[src/rtl/iob_plic_irq_cond_pkg.sv]
// Shared configuration for the PLIC interrupt-source conditioner: default
// sizes, legal synchroniser range and the reset hold-off length.
package iob_plic_irq_cond_pkg;

    localparam int unsigned DEF_SOURCES     = 8;
    localparam int unsigned DEF_SYNC_STAGES = 2;
    localparam int unsigned DEF_FILTER_W    = 4;

    localparam int unsigned SYNC_STAGES_MIN = 2;
    localparam int unsigned SYNC_STAGES_MAX = 4;

    // Hold-off covers the synchroniser plus the norm register so the first
    // loaded stable state reflects the real pin level.
    function automatic int unsigned holdoff_len(input int unsigned sync_stages);
        return sync_stages + 32'd1;
    endfunction

    function automatic logic conf_legal(input int unsigned sync_stages,
                                        input int unsigned filter_w);
        return (sync_stages >= SYNC_STAGES_MIN) && (sync_stages <= SYNC_STAGES_MAX) &&
               (filter_w >= 32'd1);
    endfunction

endpackage

[src/rtl/iob_plic_irq_filter.sv]
// Single interrupt source: synchroniser, polarity, stability filter and the
// clean level / rise pulse / sticky glitch outputs.
module iob_plic_irq_filter
    import iob_plic_irq_cond_pkg::*;
#(
    parameter int unsigned SYNC_STAGES = DEF_SYNC_STAGES,
    parameter int unsigned FILTER_W    = DEF_FILTER_W
) (
    input  logic                clk_i,
    input  logic                arst_n_i,
    input  logic                irq_raw_i,
    input  logic                pol_i,
    input  logic                filt_en_i,
    input  logic [FILTER_W-1:0] filt_len_i,
    input  logic                glitch_clr_i,
    input  logic                load_i,
    input  logic                run_i,
    output logic                src_o,
    output logic                rise_o,
    output logic                glitch_o
);

    logic [SYNC_STAGES-1:0] sync_r;
    logic                   norm_r;
    logic                   state_r;
    logic                   state_d_r;
    logic [FILTER_W-1:0]    cnt_r;
    logic                   rise_r;
    logic                   glitch_r;

    logic                   norm_next_s;
    logic [FILTER_W-1:0]    eff_len_s;
    logic [FILTER_W-1:0]    limit_s;
    logic                   state_next_s;
    logic [FILTER_W-1:0]    cnt_next_s;
    logic                   glitch_set_s;

    assign norm_next_s = sync_r[SYNC_STAGES-1] ^ pol_i;

    // Effective filter length: bypass or zero length collapses to one sample.
    always_comb begin
        if (!filt_en_i || (filt_len_i == {FILTER_W{1'b0}})) begin
            eff_len_s = FILTER_W'(1);
        end else begin
            eff_len_s = filt_len_i;
        end
    end

    assign limit_s = eff_len_s - FILTER_W'(1);

    // Stability filter next-state; >= lets a shortened length accept at once.
    always_comb begin
        state_next_s = state_r;
        cnt_next_s   = cnt_r;
        glitch_set_s = 1'b0;
        if (load_i) begin
            state_next_s = norm_next_s;
            cnt_next_s   = {FILTER_W{1'b0}};
        end else if (run_i) begin
            if (norm_r == state_r) begin
                cnt_next_s   = {FILTER_W{1'b0}};
                glitch_set_s = (cnt_r != {FILTER_W{1'b0}});
            end else if (cnt_r >= limit_s) begin
                state_next_s = norm_r;
                cnt_next_s   = {FILTER_W{1'b0}};
            end else begin
                cnt_next_s   = cnt_r + FILTER_W'(1);
            end
        end else begin
            cnt_next_s = {FILTER_W{1'b0}};
        end
    end

    // Synchroniser, polarity register and filter state.
    always_ff @(posedge clk_i or negedge arst_n_i) begin
        if (!arst_n_i) begin
            sync_r    <= {SYNC_STAGES{1'b0}};
            norm_r    <= 1'b0;
            state_r   <= 1'b0;
            state_d_r <= 1'b0;
            cnt_r     <= {FILTER_W{1'b0}};
        end else begin
            sync_r    <= {sync_r[SYNC_STAGES-2:0], irq_raw_i};
            norm_r    <= norm_next_s;
            state_r   <= state_next_s;
            // The load edge primes the delayed copy so no rise is seen afterwards.
            state_d_r <= load_i ? norm_next_s : state_r;
            cnt_r     <= cnt_next_s;
        end
    end

    // Rise pulse and sticky glitch flag; a new glitch beats a clear strobe.
    always_ff @(posedge clk_i or negedge arst_n_i) begin
        if (!arst_n_i) begin
            rise_r   <= 1'b0;
            glitch_r <= 1'b0;
        end else begin
            rise_r   <= run_i & state_r & ~state_d_r;
            glitch_r <= run_i & ((glitch_r & ~glitch_clr_i) | glitch_set_s);
        end
    end

    assign src_o    = state_r;
    assign rise_o   = rise_r;
    assign glitch_o = glitch_r;

endmodule

[src/rtl/iob_plic_irq_cond.sv]
// Interrupt-source conditioner in front of the PLIC: reset hold-off and one
// filter instance per source.
module iob_plic_irq_cond
    import iob_plic_irq_cond_pkg::*;
#(
    parameter int unsigned SOURCES     = DEF_SOURCES,
    parameter int unsigned SYNC_STAGES = DEF_SYNC_STAGES,
    parameter int unsigned FILTER_W    = DEF_FILTER_W
) (
    input  logic                clk_i,
    input  logic                arst_n_i,
    input  logic [SOURCES-1:0]  irq_raw_i,
    input  logic [SOURCES-1:0]  pol_i,
    input  logic [SOURCES-1:0]  filt_en_i,
    input  logic [FILTER_W-1:0] filt_len_i,
    input  logic [SOURCES-1:0]  glitch_clr_i,
    output logic [SOURCES-1:0]  src_o,
    output logic [SOURCES-1:0]  rise_o,
    output logic [SOURCES-1:0]  glitch_o,
    output logic                ready_o
);

    localparam int unsigned HOLDOFF = holdoff_len(SYNC_STAGES);
    localparam int unsigned HO_W    = $clog2(HOLDOFF + 1);

    if (!conf_legal(SYNC_STAGES, FILTER_W)) begin : g_bad_conf
        $error("iob_plic_irq_cond: SYNC_STAGES must be 2..4 and FILTER_W >= 1");
    end

    logic [HO_W-1:0] holdoff_cnt_r;
    logic            ready_r;
    logic            load_s;

    assign load_s = ~ready_r & (holdoff_cnt_r == HO_W'(HOLDOFF - 1));

    // Hold-off counter; ready latches on the load edge until the next reset.
    always_ff @(posedge clk_i or negedge arst_n_i) begin
        if (!arst_n_i) begin
            holdoff_cnt_r <= {HO_W{1'b0}};
            ready_r       <= 1'b0;
        end else if (!ready_r) begin
            if (load_s) begin
                ready_r <= 1'b1;
            end else begin
                holdoff_cnt_r <= holdoff_cnt_r + HO_W'(1);
            end
        end
    end

    assign ready_o = ready_r;

    for (genvar i = 0; i < SOURCES; i++) begin : g_src
        iob_plic_irq_filter #(
            .SYNC_STAGES (SYNC_STAGES),
            .FILTER_W    (FILTER_W)
        ) u_filter (
            .clk_i        (clk_i),
            .arst_n_i     (arst_n_i),
            .irq_raw_i    (irq_raw_i[i]),
            .pol_i        (pol_i[i]),
            .filt_en_i    (filt_en_i[i]),
            .filt_len_i   (filt_len_i),
            .glitch_clr_i (glitch_clr_i[i]),
            .load_i       (load_s),
            .run_i        (ready_r),
            .src_o        (src_o[i]),
            .rise_o       (rise_o[i]),
            .glitch_o     (glitch_o[i])
        );
    end

endmodule

[config.mk]
export PLATFORM = sky130hd
export DESIGN_NAME = iob_plic_irq_cond
export DESIGN_NICKNAME = d
export VERILOG_FILES = /design/src/rtl/iob_plic_irq_cond_pkg.sv /design/src/rtl/iob_plic_irq_filter.sv /design/src/rtl/iob_plic_irq_cond.sv
export SDC_FILE = /design/constraint.sdc
export NUM_CORES = 1
export LEC_CHECK = 0
export BUFFER_PORTS_ARGS = -buffer_cell sky130_fd_sc_hd__buf_4
export CAP_MARGIN = 20
export CORE_AREA = 2 2 102 94
export DETAILED_ROUTE_END_ITERATION = 6
export DIE_AREA = 0 0 104 96
export PLACE_DENSITY_LB_ADDON = 0.08
export SYNTH_ARGS = -nofsm -noshare
export SYNTH_HDL_FRONTEND = slang
export SYNTH_SLANG_ARGS = --single-unit
[constraint.sdc]
create_clock -name clk_i -period 2.4 [get_ports clk_i]
set_input_delay 0.48 -clock clk_i [delete_from_list [all_inputs] [get_ports clk_i]]
set_output_delay 0.48 -clock clk_i [all_outputs]
set_load 0.05 [all_outputs]
# Yosys cells after proc, flatten, opt, wreduce, memory -nomap -nowiden
# Index checks and enable logic that the tools add are counted.
# word_totals
reg_bits	91
latch_bits	0
ram_bits	0
rom_bits	0
input_bits	38
word_cells	316
mem_count	0
# op_classes
add_sub_neg	17
n_mul	0
n_div	0
magnitude_cmp	8
eq_ne	17
shifts	0
mux	106
bitwise	67
reduce_logical	43
# op_table
cell	count
two-way mux 4 bit	40
two-way mux 1 bit	66
AND 1 bit	33
adder 4 x 1 -> 4 bit (second input constant)	8
>= comparator 4 bit	8
nonzero test 4 bit	8
subtractor 4 x 1 -> 4 bit (second input constant)	8
AND reduction 3 bit	8
inverter 1 bit	18
nonzero test 2 bit	9
inequality test 2 bit (second input constant)	7
equality test 1 bit	8
logical NOT 1 bit	8
logical OR 1 bit	8
OR 1 bit	8
bitwise XOR 1 bit	8
logical NOT 4 bit	1
adder 2 x 1 -> 2 bit (second input constant)	1
equality test 2 bit (second input constant)	1
inequality test 2 x 1 -> 1 bit (second input constant)	1
AND reduction 2 bit	1

# Depth between registers and ports, before layout
# logic_depth
ltp_word	9
depth_mapped	12
depth_no_buf	11

# By module
# From an unflattened synthesis, not the netlist that was laid out.
# unflattened
cells_unflattened	458
area_unflattened_um2	5097.4
# modules_own_cells
module	n_inst	cells_per_inst	area_each_um2	seq_area_each_um2
iob_plic_irq_filter	8	56	620.6	275.3
iob_plic_irq_cond	1	10	132.6	75.1

# Worst setup path before layout
# OpenSTA, ideal clock, no wires.
# synth_timing
kind	input -> register
start	in filt_len_i[1]
end	reg g_src[0].u_filter.state_r
t_arrival_ps	2490
required_ps	2275
slack_ps	-215
cell_stages	11
path_cell_list	clkbuf_1 nor3_1 nor2_1 and2_1 ha_1 ha_1 o211ai_1 a21oi_1 a211oi_1 o21ai_0 mux2_2
# synth_between
elab_chain_cells	7
# synth_lines
item	line_no	source
from (decl)	iob_plic_irq_cond.sv:15	input logic [FILTER_W-1:0] filt_len_i,
logical NOT 4 bit	iob_plic_irq_filter.sv:42	if (!filt_en_i || (filt_len_i == {FILTER_W{1'b0}})) begin
logical OR 1 bit	iob_plic_irq_filter.sv:42	
two-way mux 4 bit (*)	iob_plic_irq_filter.sv:42	
subtractor 4 x 1 -> 4 bit (*)	iob_plic_irq_filter.sv:49	assign limit_s = eff_len_s - FILTER_W'(1);
>= comparator 4 bit (*)	iob_plic_irq_filter.sv:63	end else if (cnt_r >= limit_s) begin
nonzero test 2 bit (no source line) (*)	-	
AND reduction 3 bit (no source line) (*)	-	
to (signal assigned)	iob_plic_irq_filter.sv:85	state_r <= state_next_s;
to (decl)	iob_plic_irq_filter.sv:25	logic state_r;
# Mark *: on every way between the ends. The rest lies on a longest branch, timed or not.
# A chain may end at the register's enable or synchronous reset.

# Worst setup path after layout
# layout_timing
start	in filt_len_i[3]
end	reg g_src[0].u_filter.state_r
# Same word-level chain as after synthesis.

==> qor.yml <==
synth_edf_count: 0
power.share.switching_pct: 41.3
p_per_area_nw_per_um2: 1060
crit_chain: "buf_4 > nor3_4 > nor2_4 > and2_4 > ha_4 > xor2_1 > ha_1 > o211ai_1 > a21oi_1 > a211oi_2 > o21ai_1 > mux2_2"
antenna_found_initial: 0
leakage_nw: 2.80
syn_avg_cell_area_um2: 10.1
period_share_pct: 92.5
syn_area_um2: 4810
die_h_um: 96
hold_path_class: "in -> reg"
final_core_util_pct: 62.7
core.rowCount: 33
path_max_fanout: 8
track_usage_pct: 19.4
r2r-start: "g_src[7].u_filter.cnt_r[0]"
dieArea_um2: 9980
numPortBuffers: 62
wl_per_cell_um: 13.2
crit_required_ns: 2.65
pwr-share-seq_pct: 38.5
setup.worst_path.start: "filt_len_i[3]"
grt_pass1_wl_um: 15200
dp.cells: 646
slowest_delay_ns: 0.34
viasPerCell: 4.93
finalSetupViolCount: 0
synth_top_area_share_pct: 47.3
skew_ns: 0.0114
placed_cell_area_um2: 5380
grt_setup_unrepaired: "false"
arrival_ns: 2.47
wl_um: 8780
hold_viol_final: 0
max_freq_mhz: 450
drc: 0
clock-sinks: 91
syn-num-nets: 573
setup.worst_path.start_class: "input pin"
pwr-share-clk_pct: 17.6
crit_path_top_delay_cell: "mux2_2"
ys_top_cells_by_count: "91 x dfrtp_1, 66 x nand2_1, 57 x ha_1"
cp-end-kind: "flip-flop"
h-tree-depth: 3
drtIter0Drc: 82
dr.pass1.iters: 4
diodes: 0
slew_violations: 0
max-slew-margin-rel_pct: 69.0
internal_power_mw: 3.48
layoutNonFillerInstCount: 663
dp_worst_setup_slack_ns: -0.289
cts_tree: "built"
clk_latency_ns: 0.36
ys_seq_area_share_pct: 47.3
fp.coreArea_um2: 8920
syn2layout_area_growth_pct: 16.3
worstHoldStart: "irq_raw_i[1]"
die_w_um: 104
fin_ws_ns: 0.180
worstMarginPinSlew_ns: 0.465
synth-seq-cells: 91
clockBufferDepth: 2
synthTopCellsByArea: "dfrtp_1 47%, ha_1 15%, xor2_1 5.6%"
start_util_pct: 53.9
p_sw_mw: 2.46
setup_tns_ns: 0
synth.largest_area_cell: "dfrtp_1"
nets: 631
yosys.cell_count.top_type: "dfrtp_1"
grt_max_degree: 51
async_reset_ff_share_pct: 100
gp_congestion: 0.836
grt_overflow: 0
cts_made_buffers: 9
crit_type: "in -> reg"
status: "completed"
antenna_left: 0
clockRootBuffer: "clkbuf_8"
hpwlAfterDp_um: 6500
ir_worst_vdd_uv: 670
maxCapViolCount: 0
yosysUniqueCellTypes: 28
io-pin-count: 63
grt_pass1_vias: 3253
clk_pin_slew_ns: 0.09
drive_above_1_share_pct: 20.1
vias: 3269
yosys_warnings: 0
syn_inst: 478
combPwrFrac_pct: 43.9
final_area_um2: 5590
ys.flop_type: "dfrtp_1"
fin_crit_ns: 2.22
state kept, by name, indices dropped and copies added (netlist names):
name and flops:
g_src.u_filter.rise_o 8, g_src.u_filter.glitch_o 8, g_src.u_filter.src_o 8, g_src.u_filter.state_d_r 8
g_src.u_filter.sync_r 16, ready_o 1, g_src.u_filter.norm_r 8, g_src.u_filter.cnt_r 32
holdoff_cnt_r 2
final timing paths:
path	slack, ns	endpoint	cells past startpoint
hold / removal	0.22	g_src[1].u_filter.sync_r[0]	1
max in group asynchronous	1.25	g_src[2].u_filter.rise_o	3
min in group asynchronous	0.56	g_src[6].u_filter.glitch_o	2
setup reg to reg	0.58	g_src[7].u_filter.src_o	7
hold reg to reg	0.35	g_src[6].u_filter.sync_r[1]	0
setup / recovery	0.18	g_src[0].u_filter.src_o	12
cells by family after synthesis:
logic type / count (synthesis) / share of synthesized area, %
compound gates: 50 / 6.32
xor+xnor: 41 / 7.47
fa+ha+maj: 57 / 14.8
buf+inv: 59 / 6.74
flops: 91 / 47.3
mux: 2 / 0.468
simple gates: 178 / 16.8
placed cells by master (no fill, tap or decap), types with 2 or more instances in the layout:
cell	n
clkinv_2	2
nand2_1	66
and2_1	8
xnor2_1	10
o211ai_1	7
nand2b_1	8
nor2b_1	15
xor2_1	31
nand3_1	10
nor2_1	55
inv_1	26
ha_1	56
o21ai_0	8
o21a_1	9
or2_2	7
buf_4	78
clkinv_4	2
clkbuf_8	10
nand4b_1	6
a21oi_1	21
dfrtp_1	91
metrics by stage:
| stage | hold slack (ns) | power [mW] |
|---|---|---|
| detailed placement | 0.336 | 4.95 |
| global route | 0.192 | 6.41 |
| floorplan | 0.184 | 4.46 |
| finish | 0.217 | 5.94 |
| CTS | 0.200 | 6.02 |
| global placement | 0.332 | 4.87 |
worst max-delay path, delay by kind of cell:
kind,cells,cell delay [ns]
and+or+nand+nor,3,0.46
adders and majority gates,2,0.42
AOI/OAI and AO/OA,4,0.50
xor gates and xnor gates,1,0.15
muxes,1,0.34
buffers and inverters,1,0.13
power by group through the flow:
stage	clock network [mW]	registers, mW	logic [mW]
2_1_floorplan	0	2.24	2.23
3_3_place_gp	0	2.31	2.56
3_5_place_dp	0	2.32	2.63
4_1_cts	1.09	2.29	2.64
5_1_grt	1.15	2.36	2.91
6_report	1.05	2.29	2.61
timing repair:
item / CTS / global route
setup buffers: 0 / 0
hold endpoints to repair: 9 / 0
endpoints found under the setup margin: 0 / 1
gates resized for setup: 0 / 1
hold buffers: 1 / 0
layer usage:
metal	routed length, µm	GRT usage [%]	share of wire, %	vias up
met1	4150	24.9	47	1560
met3	317	4.13	3.6	11
met5	0	0	0	-
li1	-	-	-	1646
met2	4200	33.3	48	52
met4	116	6.19	1.3	0
cell type report:
class                           count  area, µm²
Clock buffer                       10        138
Clock inverter                      6       65.1
Fill cell                         791       3330
Inverter                           26       97.6
Multi-Input combinational cell    328       2250
Sequential cell                    91       2280
Tap cell                          122        153
Timing Repair Buffer               80        616
No activity file was read; power rests on OpenSTA's default activity.
